[src/rtl/mem_stage_ctrl.sv]
// Memory-stage sequencer between EX/MEM and MEM/WB.
// Issues one data-memory access at a time over a request/stall/done handshake,
// holds the upstream pipeline while the access is in flight, and hands load
// data plus a one-cycle valid to MEM/WB. Misaligned accesses and accesses that
// never complete park the block in a sticky error state until reset.
module mem_stage_ctrl #(
    parameter int TIMEOUT     = 32,  // cycles allowed in REQ+WAIT per access (2..63)
    parameter int ALIGN_CHECK = 1    // nonzero: odd byte address on load/store is an error
) (
    input  logic        clk,
    input  logic        rst,
    input  logic        ex_valid,
    input  logic        ex_mem_read,
    input  logic        ex_mem_write,
    input  logic [15:0] ex_address,
    input  logic [15:0] ex_wdata,
    output logic        mem_en,
    output logic        mem_wr,
    output logic [15:0] mem_addr,
    output logic [15:0] mem_wdata,
    input  logic        mem_stall,
    input  logic        mem_done,
    input  logic [15:0] mem_rdata,
    output logic        pipe_stall,
    output logic        wb_valid,
    output logic [15:0] data_read,
    output logic        err
);

    typedef enum logic [2:0] {
        S_IDLE,
        S_REQ,
        S_WAIT,
        S_RESP,
        S_ERR
    } state_t;

    // Counter value seen in the last cycle an access may still complete.
    localparam logic [5:0] TO_LAST = 6'(TIMEOUT - 1);

    state_t      r_state;
    state_t      w_state_next;
    logic [5:0]  r_cnt;
    logic [15:0] r_addr;
    logic [15:0] r_wdata;
    logic        r_wr;
    logic [15:0] r_rdata;
    logic        r_nm_valid;

    logic        w_is_mem;
    logic        w_accept;
    logic        w_capture;
    logic        w_timeout;

    assign w_is_mem  = ex_mem_read | ex_mem_write;
    assign w_timeout = (r_cnt == TO_LAST);

    // Next-state decode; done wins over timeout in the same cycle.
    always_comb begin
        w_state_next = r_state;
        w_accept     = 1'b0;
        w_capture    = 1'b0;
        case (r_state)
            S_IDLE: begin
                if (ex_valid && w_is_mem) begin
                    if ((ALIGN_CHECK != 0) && ex_address[0]) begin
                        w_state_next = S_ERR;
                    end else begin
                        w_state_next = S_REQ;
                        w_accept     = 1'b1;
                    end
                end
            end
            S_REQ: begin
                if (!mem_stall && mem_done) begin
                    w_state_next = S_RESP;
                    w_capture    = 1'b1;
                end else if (w_timeout) begin
                    w_state_next = S_ERR;
                end else if (!mem_stall) begin
                    w_state_next = S_WAIT;
                end
            end
            S_WAIT: begin
                if (mem_done) begin
                    w_state_next = S_RESP;
                    w_capture    = 1'b1;
                end else if (w_timeout) begin
                    w_state_next = S_ERR;
                end
            end
            S_RESP:  w_state_next = S_IDLE;
            S_ERR:   w_state_next = S_ERR;
            default: w_state_next = S_IDLE;
        endcase
    end

    // State register; reset aborts any access in flight immediately.
    always_ff @(posedge clk or posedge rst) begin
        if (rst) r_state <= S_IDLE;
        else     r_state <= w_state_next;
    end

    // Latch the request on accept so the memory sees stable address/data.
    always_ff @(posedge clk or posedge rst) begin
        if (rst) begin
            r_addr  <= 16'h0000;
            r_wdata <= 16'h0000;
            r_wr    <= 1'b0;
        end else if (w_accept) begin
            r_addr  <= ex_address;
            r_wdata <= ex_wdata;
            r_wr    <= ex_mem_write;  // read+write together is a store
        end
    end

    // Per-access cycle counter, saturating at its 6-bit maximum.
    always_ff @(posedge clk or posedge rst) begin
        if (rst) begin
            r_cnt <= 6'd0;
        end else if (w_accept) begin
            r_cnt <= 6'd0;
        end else if ((r_state == S_REQ || r_state == S_WAIT) && r_cnt != 6'h3F) begin
            r_cnt <= r_cnt + 6'd1;
        end
    end

    // Load data is captured on the edge that enters RESP; stores leave it alone.
    always_ff @(posedge clk or posedge rst) begin
        if (rst)                   r_rdata <= 16'h0000;
        else if (w_capture && !r_wr) r_rdata <= mem_rdata;
    end

    // Non-memory instructions complete one cycle after acceptance, without stalling.
    always_ff @(posedge clk or posedge rst) begin
        if (rst) r_nm_valid <= 1'b0;
        else     r_nm_valid <= (r_state == S_IDLE) && ex_valid && !w_is_mem;
    end

    assign mem_en     = (r_state == S_REQ);
    assign mem_wr     = mem_en & r_wr;
    assign mem_addr   = r_addr;
    assign mem_wdata  = r_wdata;
    assign pipe_stall = (r_state != S_IDLE);
    assign wb_valid   = (r_state == S_RESP) | r_nm_valid;
    assign data_read  = r_rdata;
    assign err        = (r_state == S_ERR);

endmodule

[config.mk]
export PLATFORM = sky130hd
export DESIGN_NAME = mem_stage_ctrl
export DESIGN_NICKNAME = d
export VERILOG_FILES = /design/src/rtl/mem_stage_ctrl.sv
export SDC_FILE = /design/constraint.sdc
export NUM_CORES = 1
export LEC_CHECK = 0
export BUFFER_PORTS_ARGS = -buffer_cell sky130_fd_sc_hd__buf_2
export CAP_MARGIN = 5
export CELL_PAD_IN_SITES_DETAIL_PLACEMENT = 1
export CELL_PAD_IN_SITES_GLOBAL_PLACEMENT = 2
export CORE_UTILIZATION = 29
export DETAILED_ROUTE_END_ITERATION = 10
export PLACE_DENSITY_LB_ADDON = 0.1
export SETUP_SLACK_MARGIN = 0.2
export SYNTH_ARGS = -nofsm -noshare
export SYNTH_HDL_FRONTEND = slang
export SYNTH_SLANG_ARGS = --single-unit
export TNS_END_PERCENT = 5
[constraint.sdc]
create_clock -name clk -period 2 [get_ports clk]
set_input_delay 0.3 -clock clk [delete_from_list [all_inputs] [get_ports clk]]
set_output_delay 0.3 -clock clk [all_outputs]
set_load 0.005 [all_outputs]
## Word level (Yosys, flattened, before mapping)

Cells that the tools add are included.

- Register bits after elaboration: 59
- Output and inout bits: 53

- Add/subtract/negate cells: 1
- Equality and inequality tests: 9
- Multiplexer cells: 16
- Bitwise operators: 3
- Reduce and logical (&&, ||, !) cells: 14

Operators by type and width:

| cell | count |
|---|---|
| $mux W3 | 7 |
| $mux W6 | 2 |
| $pmux W3 S4 | 1 |
| $add A6 B1 Y6 const B | 1 |
| $eq A3 B2 Y1 const B | 2 |
| $eq A6 B5 Y1 const B | 1 |
| $logic_and A1 B1 Y1 | 6 |
| $ne A6 B6 Y1 const B | 1 |
| $mux W1 | 5 |
| $ne A4 B2 Y1 const B | 1 |
| $eq A3 B1 Y1 const B | 1 |
| $eq A3 B3 Y1 const B | 1 |
| $logic_not A1 Y1 | 3 |
| $logic_not A3 Y1 | 1 |
| $ne A3 B3 Y1 const B | 1 |
| $reduce_and A3 Y1 | 1 |
| $reduce_bool A3 Y1 | 1 |
| $ne A2 B2 Y1 const B | 1 |
| $or A1 B1 Y1 | 2 |
| $pmux W1 S2 | 1 |
| $reduce_bool A2 Y1 | 1 |
| $and A1 B1 Y1 | 1 |
| $logic_or A1 B1 Y1 | 1 |

## Longest topological paths before layout

Gate-level depths: netlist (run 1).

- Depth after elaboration: 5
- Mapped depth: 6

## Worst setup path before layout (run 1)

No wires, ideal clock.

- Kind: register -> register
- From: reg r_cnt[0]
- To: reg r_cnt[3]
- Setup time: 77 ps
- Data arrival time: 1700 ps
- Data required time: 1923 ps
- Path slack: 222 ps
- Stages on the path, launching flop included: 6
- Clock period less this slack: 1778 ps
- Cell sequence: dfrtp_1 > ha_1 > and3_1 > a311o_1 > or3_1 > a21oi_1

- Cells in the longest elaborated chain, start to end: 3
- Elaborated cells between the ends (all ways): 6

RTL lines:

| what | line | source |
|---|---|---|
| start, declared | 43 | `logic [5:0] r_cnt;` |
| start signal, assigned | 124 | `r_cnt <= r_cnt + 6'd1;` |
| $add A6 B1 Y6 or $ne A6 B6 Y1 (tied branches) | 124, 123 |  |
| $mux W6 or $logic_and A1 B1 Y1 (tied branches) | 123 | `end else if ((r_state == S_REQ \|\| r_state == S_WAIT) && r_cnt != 6'h3F) begin` |
| $mux W6 or $reduce_bool A2 Y1 (tied branches) | n/a |  |

Parallel ways exist; a longest one is shown, timed or not. The select of a mux whose other input is x is not followed.
A chain may end at the register's enable or synchronous reset.

## Worst setup path in the final report (run 1)

- From: reg r_cnt[1]
- To: reg r_cnt[3]

Same word-level chain as after synthesis.

==> parameters.txt, run 1 <==
Parameter                              Value

Floorplan
  Count of boundary I/O pins ... 108
  Die outline width ... about 94 um
  Starting density of the core ... 29.9%
  Cell row count ... 33
  Core Footprint ... around 8000 sq um
  Die height ... 93.9 um
  DIE AREA ... just under 9000 sq um

Power and ir drop
  Internal power contribution ... about 3500 uW
  Combinational share of power ... about 37%
  Areal power density over the cells ... about 1500 nW/um^2
  Peak ir drop on the vdd network ... approximately 0.5 mV
  Static Leak ... about 0.0016 uW
  Fraction of power consumed by sequential logic ... about two fifths
  Share of power burned in the clock network ... between 20% and 30%
  Switching power of the nets ... roughly 1600 uW
  Switching power as a share of total power ... between 30% and 40%

Status
  Status ... finished, final reports clean

Clock network
  Clock slew seen by the registers of the worst setup and hold paths ... 0.07 ns
  Cell chosen for the clock root ... sky130_fd_sc_hd__clkbuf_8
  TritonCTS clock tree ... built
  Number of buffers added by the clock tree synthesis step ... 9
  H-tree depth reported by CTS ... 3
  Maximum clock path buffer count ... 2
  Count of clock tree sinks ... 59
  Clock network latency to the later pin of the worst-skew pair ... between 0.3 and 0.4 ns

STA
  Maximum clock frequency ... between 500 and 600 MHz
  Worst slew margin relative to its limit ... a little under three quarters
  Setup Total Neg Slack ... 0 ns
  Max Slew Vio Count ... 0
  Actual transition at the worst max-transition pin ... 0.434 ns
  Final hold violation count ... 0
  Setup violations, final ... 0
  RSZ-0062 raised after global routing ... yes
  Share of the clock period used by the worst path ... 89.5%
  Period minus WS final ... approximately 1.8 ns
  Largest clock skew in the final design ... 0.00449 ns

Drt
  Drt pass-1 iters ... 4
  Post-detailed-route DRC marker count ... 0
  Total via count after detailed routing ... about 1800
  Final routed wirelength across all metal layers ... 5820 um
  DR WL/cell ... 14.4 um
  Final ANT Viol Nets ... 0
  Iteration-0 DRC Markers ... 58
  Via/cell ratio ... ~4.5

Hold path
  Cell depth of the worst hold path ... 2
  End of the worst hold path ... r_nm_valid
  Min-Delay Startpoint ... ex_mem_read
  Hold Crit Class ... primary input to register

Job
  Max-capacitance violation count ... 0

Worst setup path
  Depth of the most critical reg-to-reg path ... 5
  Critical Setup Path Class ... register to register
  Worst Setup Start Kind ... register
  Critical path required time ... 2.26 ns
  Critical R2R Capture ... r_cnt[3]
  Crit end category ... register
  Data arrival at the endpoint of the critical path ... 2.05 ns
  FF-to-FF setup slack ... between 0.2 and 0.25 ns
  Maximum fanout along the worst path ... 6
  Origin of the critical flop-to-flop path ... r_cnt[1]

Cells and area
  Layout cell share with drive strength beyond 1 ... between 60% and 70%
  Post-layout util ... 41.5%
  Most common cell after layout, fill and taps aside ... sky130_fd_sc_hd__buf_2
  Relative area change from synthesis to final layout ... 38.5%
  Number of inserted diodes ... 0
  Commonest non-fill, non-tap cells in the layout ... sky130_fd_sc_hd__buf_2, sky130_fd_sc_hd__dfrtp_1, sky130_fd_sc_hd__mux2_2
  Final layout net count ... 350

Global route
  Vias in the first global route ... between 1500 and 2000
  Overall routing resource usage ... approximately 14%
  Initial antenna violation count ... 0
  Wire length of the first global-routing pass ... roughly 9500 um
  Global-route track usage on met2 ... a little over a fifth
  Met3 track demand over resource in global routing ... under 10%
  Met1 Use GR ... 17.8%
  Most Used Layer, Global Route ... met2
  Pin count of the biggest net entering global routing ... 37
  Total gr overflow ... 0

Logic synthesis
  Sequential-to-total area share from yosys stat ... between 60% and 70%
  Mapped Avg Cell Area ... 14.1 sq um
  EDFF count, synth ... 0
  Number of distinct library cell variants in the gate-level netlist after synthesis ... 36
  Netlist Area Pre-Place ... around 2400 sq um
  Share of async-settable or async-resettable flops after synthesis ... between 90% and 100%
  Dominant synthesized flop cell ... sky130_fd_sc_hd__dfrtp_1
  Synthesized Nets ... 230
  Synth Warn # ... 0
  Register bit total from synthesis ... just under 60
  Post-synthesis cell count ... ~170

Placement
  Count of input and output buffers ... around 110
  RePlAce Congestion ... ~0.66
  Placed wire-length estimate ... between 4000 and 5000 um
-- worst max-delay path by stage --
stage	from	endpoint	slack (ns)	cells after the start
after floorplan	r_cnt[0]	r_cnt[3]	0.22	5
after global placement	r_cnt[0]	r_cnt[3]	0.15	5
after detailed placement	r_cnt[0]	r_cnt[3]	0.12	5
after CTS	r_state[0]	data_read[0]	0.19	5
after global routing	r_cnt[1]	r_cnt[3]	0.16	5
final	r_cnt[1]	r_cnt[3]	0.21	5
-- cells by family (layout without fill, tap and decap cells) --
group                    Yosys count  in the layout  share of synthesized area [%]
multiplexers                      50             50                           22.9
adder cells (fa/ha/maj)            2              2                          0.920
AO/OA/AOI/OAI                     17             17                           4.50
AND/OR/NAND/NOR                   33             33                           8.13
XOR/XNOR                           2              2                          0.716
flip-flops                        59             59                           60.3
buffers and inverters             11            136                           2.50
-- power by group through the flow --
stage	logic [uW]	clock network (uW)	registers (uW)
after floorplan	1010	0	2100
after global placement	1840	0	2080
after detailed placement	1860	0	2100
after CTS	1900	1130	2090
after global routing	2080	1170	2170
final	1880	1070	2080
-- stage by stage --
step	hold WS (ns)	area, sq um	cells	setup slack, ns	total power, uW
6_report	0.132	3390	404	0.210	5030
3_3_place_gp	0.305	3150	385	0.155	3920
4_1_cts	0.109	3370	403	0.192	5110
5_1_grt	0.125	3390	404	0.155	5410
3_5_place_dp	0.305	3150	385	0.116	3960
2_1_floorplan	0.370	2450	174	0.222	3110
-- synth_stat cells (2+ instances only) --
library cell | number | area [sq um]
sky130_fd_sc_hd__dfrtp_1 | 59 | 1480
sky130_fd_sc_hd__mux2_2 | 48 | 541
sky130_fd_sc_hd__nor2_1 | 7 | 26.3
sky130_fd_sc_hd__a21oi_1 | 5 | 25.0
sky130_fd_sc_hd__buf_2 | 4 | 20.0
sky130_fd_sc_hd__nand2_1 | 4 | 15.0
sky130_fd_sc_hd__nor3_1 | 4 | 20.0
sky130_fd_sc_hd__o21ai_0 | 4 | 20.0
sky130_fd_sc_hd__and2_1 | 3 | 18.8
sky130_fd_sc_hd__inv_1 | 3 | 11.3
sky130_fd_sc_hd__nand2b_1 | 3 | 18.8
sky130_fd_sc_hd__and3_1 | 2 | 12.5
sky130_fd_sc_hd__buf_4 | 2 | 15.0
sky130_fd_sc_hd__mux2i_1 | 2 | 20.0
sky130_fd_sc_hd__nor2b_1 | 2 | 12.5
sky130_fd_sc_hd__or3_1 | 2 | 12.5
-- sequential cells by signal (all words and copies together) (netlist names) --
signal / count
data_read: 16
r_cnt: 6
mem_wdata: 16
r_nm_valid: 1
mem_addr: 16
r_state: 3
r_wr: 1
-- routing by layer --
layer	wire, um	share of wire [%]
met5	0	0
met1	2480	43
met2	2850	49
met4	104	1.8
met3	383	6.6
-- layout make-up --
class,instances,area [sq um]
fill,927,4780
clock inverter,5,52.6
timing repair buffer,117,651
multi-input combinational,104,926
sequential,59,1480
inverter,3,11.3
tap,105,131
clock buffer,11,141
-- what timing repair did --
item / CTS / global route
pin swaps: 1 / 1
hold endpoints to repair: 14 / 0
endpoints found under the setup margin: 8 / 28
gates resized for setup: 1 / 4
setup buffers: 1 / 1
hold buffers: 1 / 0
-- worst max-delay path, cell delays in order (launching register included) --
cell and delay [ns]:
sky130_fd_sc_hd__dfrtp_1 0.41, sky130_fd_sc_hd__ha_1 0.20, sky130_fd_sc_hd__and3_4 0.19, sky130_fd_sc_hd__a311o_2 0.42, sky130_fd_sc_hd__or3_1 0.36, sky130_fd_sc_hd__a21oi_1 0.14
Power figures use the tool's default switching activity.
==> run 2, diff against run 1 <==
--- a/config.mk
+++ b/config.mk
@@ -11,7 +11,7 @@
 export CELL_PAD_IN_SITES_GLOBAL_PLACEMENT = 2
 export CORE_UTILIZATION = 29
 export DETAILED_ROUTE_END_ITERATION = 10
-export PLACE_DENSITY_LB_ADDON = 0.1
+export PLACE_DENSITY = 0.83
 export SETUP_SLACK_MARGIN = 0.2
 export SYNTH_ARGS = -nofsm -noshare
 export SYNTH_HDL_FRONTEND = slang
==> parameters.txt, run 2 (synthesis gave the netlist of run 1 again) <==
Parameter                              Value

Status
  Status ... finished, final reports clean

Drt
  Final routed wirelength across all metal layers ... 6040 um (+3.8%)
  Total via count after detailed routing ... 1869 (+1.9%)
  DR WL/cell ... 14.8 um (+3.1%)
  Iteration-0 DRC Markers ... 42 (-28%)
  Via/cell ratio ... 4.59 (+1.2%)
  Drt pass-1 iters ... 4 (unchanged)
  Post-detailed-route DRC marker count ... 0 (unchanged)
  Final ANT Viol Nets ... 0 (unchanged)

Cells and area
  Post-layout util ... 42.6% (+1.1 points)
  Fillers ... 915 (-1.3%)
  Most common cell after layout, fill and taps aside ... sky130_fd_sc_hd__buf_2
  Number of inserted diodes ... 0 (unchanged)
  Total area of sequential cells ... 1480 sq um (about the same)
  Layout cell share with drive strength beyond 1 ... 64.2% (+2.0 points)
  Final standard cell area without fillers ... 3480 sq um (+2.8%)
  Multi-input gate area ... 938 sq um (+1.4%)
  Relative area change from synthesis to final layout ... 42.4%
  Final layout net count ... 354 (+1.1%)
  Commonest non-fill, non-tap cells in the layout ... sky130_fd_sc_hd__buf_2, sky130_fd_sc_hd__dfrtp_1, sky130_fd_sc_hd__mux2_2

Hold path
  Hold Crit Class ... primary input to async pin

Floorplan
  Count of boundary I/O pins ... 108 (unchanged)
  Die height ... 93.9 um (unchanged)
  Starting density of the core ... 29.9% (unchanged)
  Core Footprint ... 8180 sq um (unchanged)
  DIE AREA ... 8810 sq um (unchanged)
  Cell row count ... 33 (unchanged)
  Die outline width ... 93.9 um (unchanged)

Clock network
  H-tree depth reported by CTS ... 3 (unchanged)
  Clock slew seen by the registers of the worst setup and hold paths ... 0.07 ns (about the same)
  Clock network latency to the later pin of the worst-skew pair ... 0.33 ns (about the same)
  Maximum clock path buffer count ... 2 (unchanged)
  Hold-fix buffers, CTS ... 0 (-1)
  Count of clock tree sinks ... 59 (unchanged)
  Number of buffers added by the clock tree synthesis step ... 9 (unchanged)
  Cell chosen for the clock root ... sky130_fd_sc_hd__clkbuf_8
  TritonCTS clock tree ... built

Power and ir drop
  Switching power of the nets ... 1600 uW (+2.3%)
  Internal power contribution ... 3740 uW (+8.0%)
  Static Leak ... 0.00169 uW (+3.0%)
  Switching power as a share of total power ... 30.0% (-1.2 points)
  Post-layout total power ... 5350 uW (+6.2%)
  Areal power density over the cells ... 1530 nW/um^2 (+3.4%)
  Combinational share of power ... 36.9% (-0.5 points)
  Fraction of power consumed by sequential logic ... 39.2% (-2.1 points)
  Peak ir drop on the vdd network ... 0.598 mV (+20%)
  Share of power burned in the clock network ... 23.8% (+2.5 points)

Worst setup path
  Critical Setup Path Class ... register to register
  FF-to-FF setup slack ... 0.20 ns (about the same)
  Crit end category ... register
  Worst Setup Start Kind ... register
  Data arrival at the endpoint of the critical path ... 2.05 ns (about the same)
  Origin of the critical flop-to-flop path ... r_cnt[1]
  Critical path required time ... 2.25 ns (about the same)
  Maximum fanout along the worst path ... 5 (-1)
  Depth of the most critical reg-to-reg path ... 5 (unchanged)
  Critical R2R Capture ... r_cnt[3]

Job
  Max-capacitance violation count ... 0 (unchanged)

Global route
  Vias in the first global route ... 2007 (+2.5%)
  Initial antenna violation count ... 0 (unchanged)
  Overall routing resource usage ... 14.6% (+0.32 points)
  Total gr overflow ... 0 (unchanged)
  Pin count of the biggest net entering global routing ... 37 (unchanged)
  Wire length of the first global-routing pass ... 9850 um (+4.1%)

Placement
  Area of placed instances ... 3160 sq um (+0.24%)
  Count of input and output buffers ... 107 (unchanged)
  RePlAce Congestion ... 0.757 (+14%)
  Placed wire-length estimate ... 4350 um (+2.8%)
  Placement Setup Slack ... 0.101 ns (-0.0143 ns)

STA
  Period minus WS final ... 1.80 ns (+0.00553 ns)
  Max Slew Vio Count ... 0 (unchanged)
  Worst Slack Setup Final ... 0.204 ns (-0.00553 ns)
  RSZ-0062 raised after global routing ... yes
  Actual transition at the worst max-transition pin ... 0.625 ns (+0.191 ns)
  Share of the clock period used by the worst path ... 89.8% (+0.28 points)
  Maximum clock frequency ... 557 MHz (-0.31%)
  Largest clock skew in the final design ... 0.00656 ns (+0.00207 ns)
  Setup violations, final ... 0 (unchanged)
  Final hold violation count ... 0 (unchanged)
  Setup Total Neg Slack ... 0 ns (unchanged)
  Worst slew margin relative to its limit ... 58.3% (-13 points)
run 2: cell types whose count changed in the layout (fill, tap and decap cells not counted), sizes merged:
cell,before,now
bufinv,1,3
buf,116,120
clkinvlp,1,0
clkbuf,11,10
dlygate4sd3,1,0
run 2: worst max-delay path by stage:
stage,to,start,cells past startpoint
after CTS,data_read[1],r_state[0],5
after global routing,r_cnt[3],r_cnt[1],5
after detailed placement,r_cnt[3],r_cnt[0],5
after global placement,r_cnt[3],r_cnt[0],5
after floorplan,r_cnt[3],r_cnt[0],5
final,r_cnt[3],r_cnt[1],5
run 2: routing by layer:
layer | vias up | global-route usage [%] | wire [um]
met5 | - | 0 | 0
met4 | 0 | 4.36 | 85
met3 | 10 | 5.10 | 336
met2 | 50 | 24.4 | 3170
met1 | 949 | 17.8 | 2450
li1 | 860 | - | -
run 2: what timing repair did:
action / CTS / global route
setup buffers: 1 / 4
gates resized for setup: 1 / 7
pin swaps: 1 / 1
gates cloned: 0 / 1
endpoints found under the setup margin: 19 / 53
run 2: stage by stage:
stage | hold slack, ns | cells
CTS | 0.0518 | 402
global route | 0.0755 | 407
floorplan | 0.370 | 174
detailed placement | 0.417 | 386
global placement | 0.411 | 386
finish | 0.0395 | 407
run 2: power by group through the flow:
stage                     logic [uW]  clock network, uW  registers (uW)
final                           1970               1270            2100
after detailed placement        1880                  0            2110
after floorplan                 1010                  0            2100
after global placement          1810                  0            2070
after global routing            2200               1360            2180
after CTS                       1910               1310            2100
run 2: worst max-delay path, cell delays in order (launching register included):
cell and delay [ns]:
sky130_fd_sc_hd__dfrtp_1 0.40, sky130_fd_sc_hd__ha_2 0.19, sky130_fd_sc_hd__and3_4 0.19, sky130_fd_sc_hd__a311o_2 0.43, sky130_fd_sc_hd__or3_1 0.36, sky130_fd_sc_hd__a21oi_1 0.16
run 2: final cells by class:
cell class,instances,area share [%]
multi-input cells,104,26.9
clock inverters,6,3.02
repair buffers,121,20.0
clock buffers,9,3.55
inverters,3,0.323
flip-flops and latches,59,42.4
well taps,105,3.77
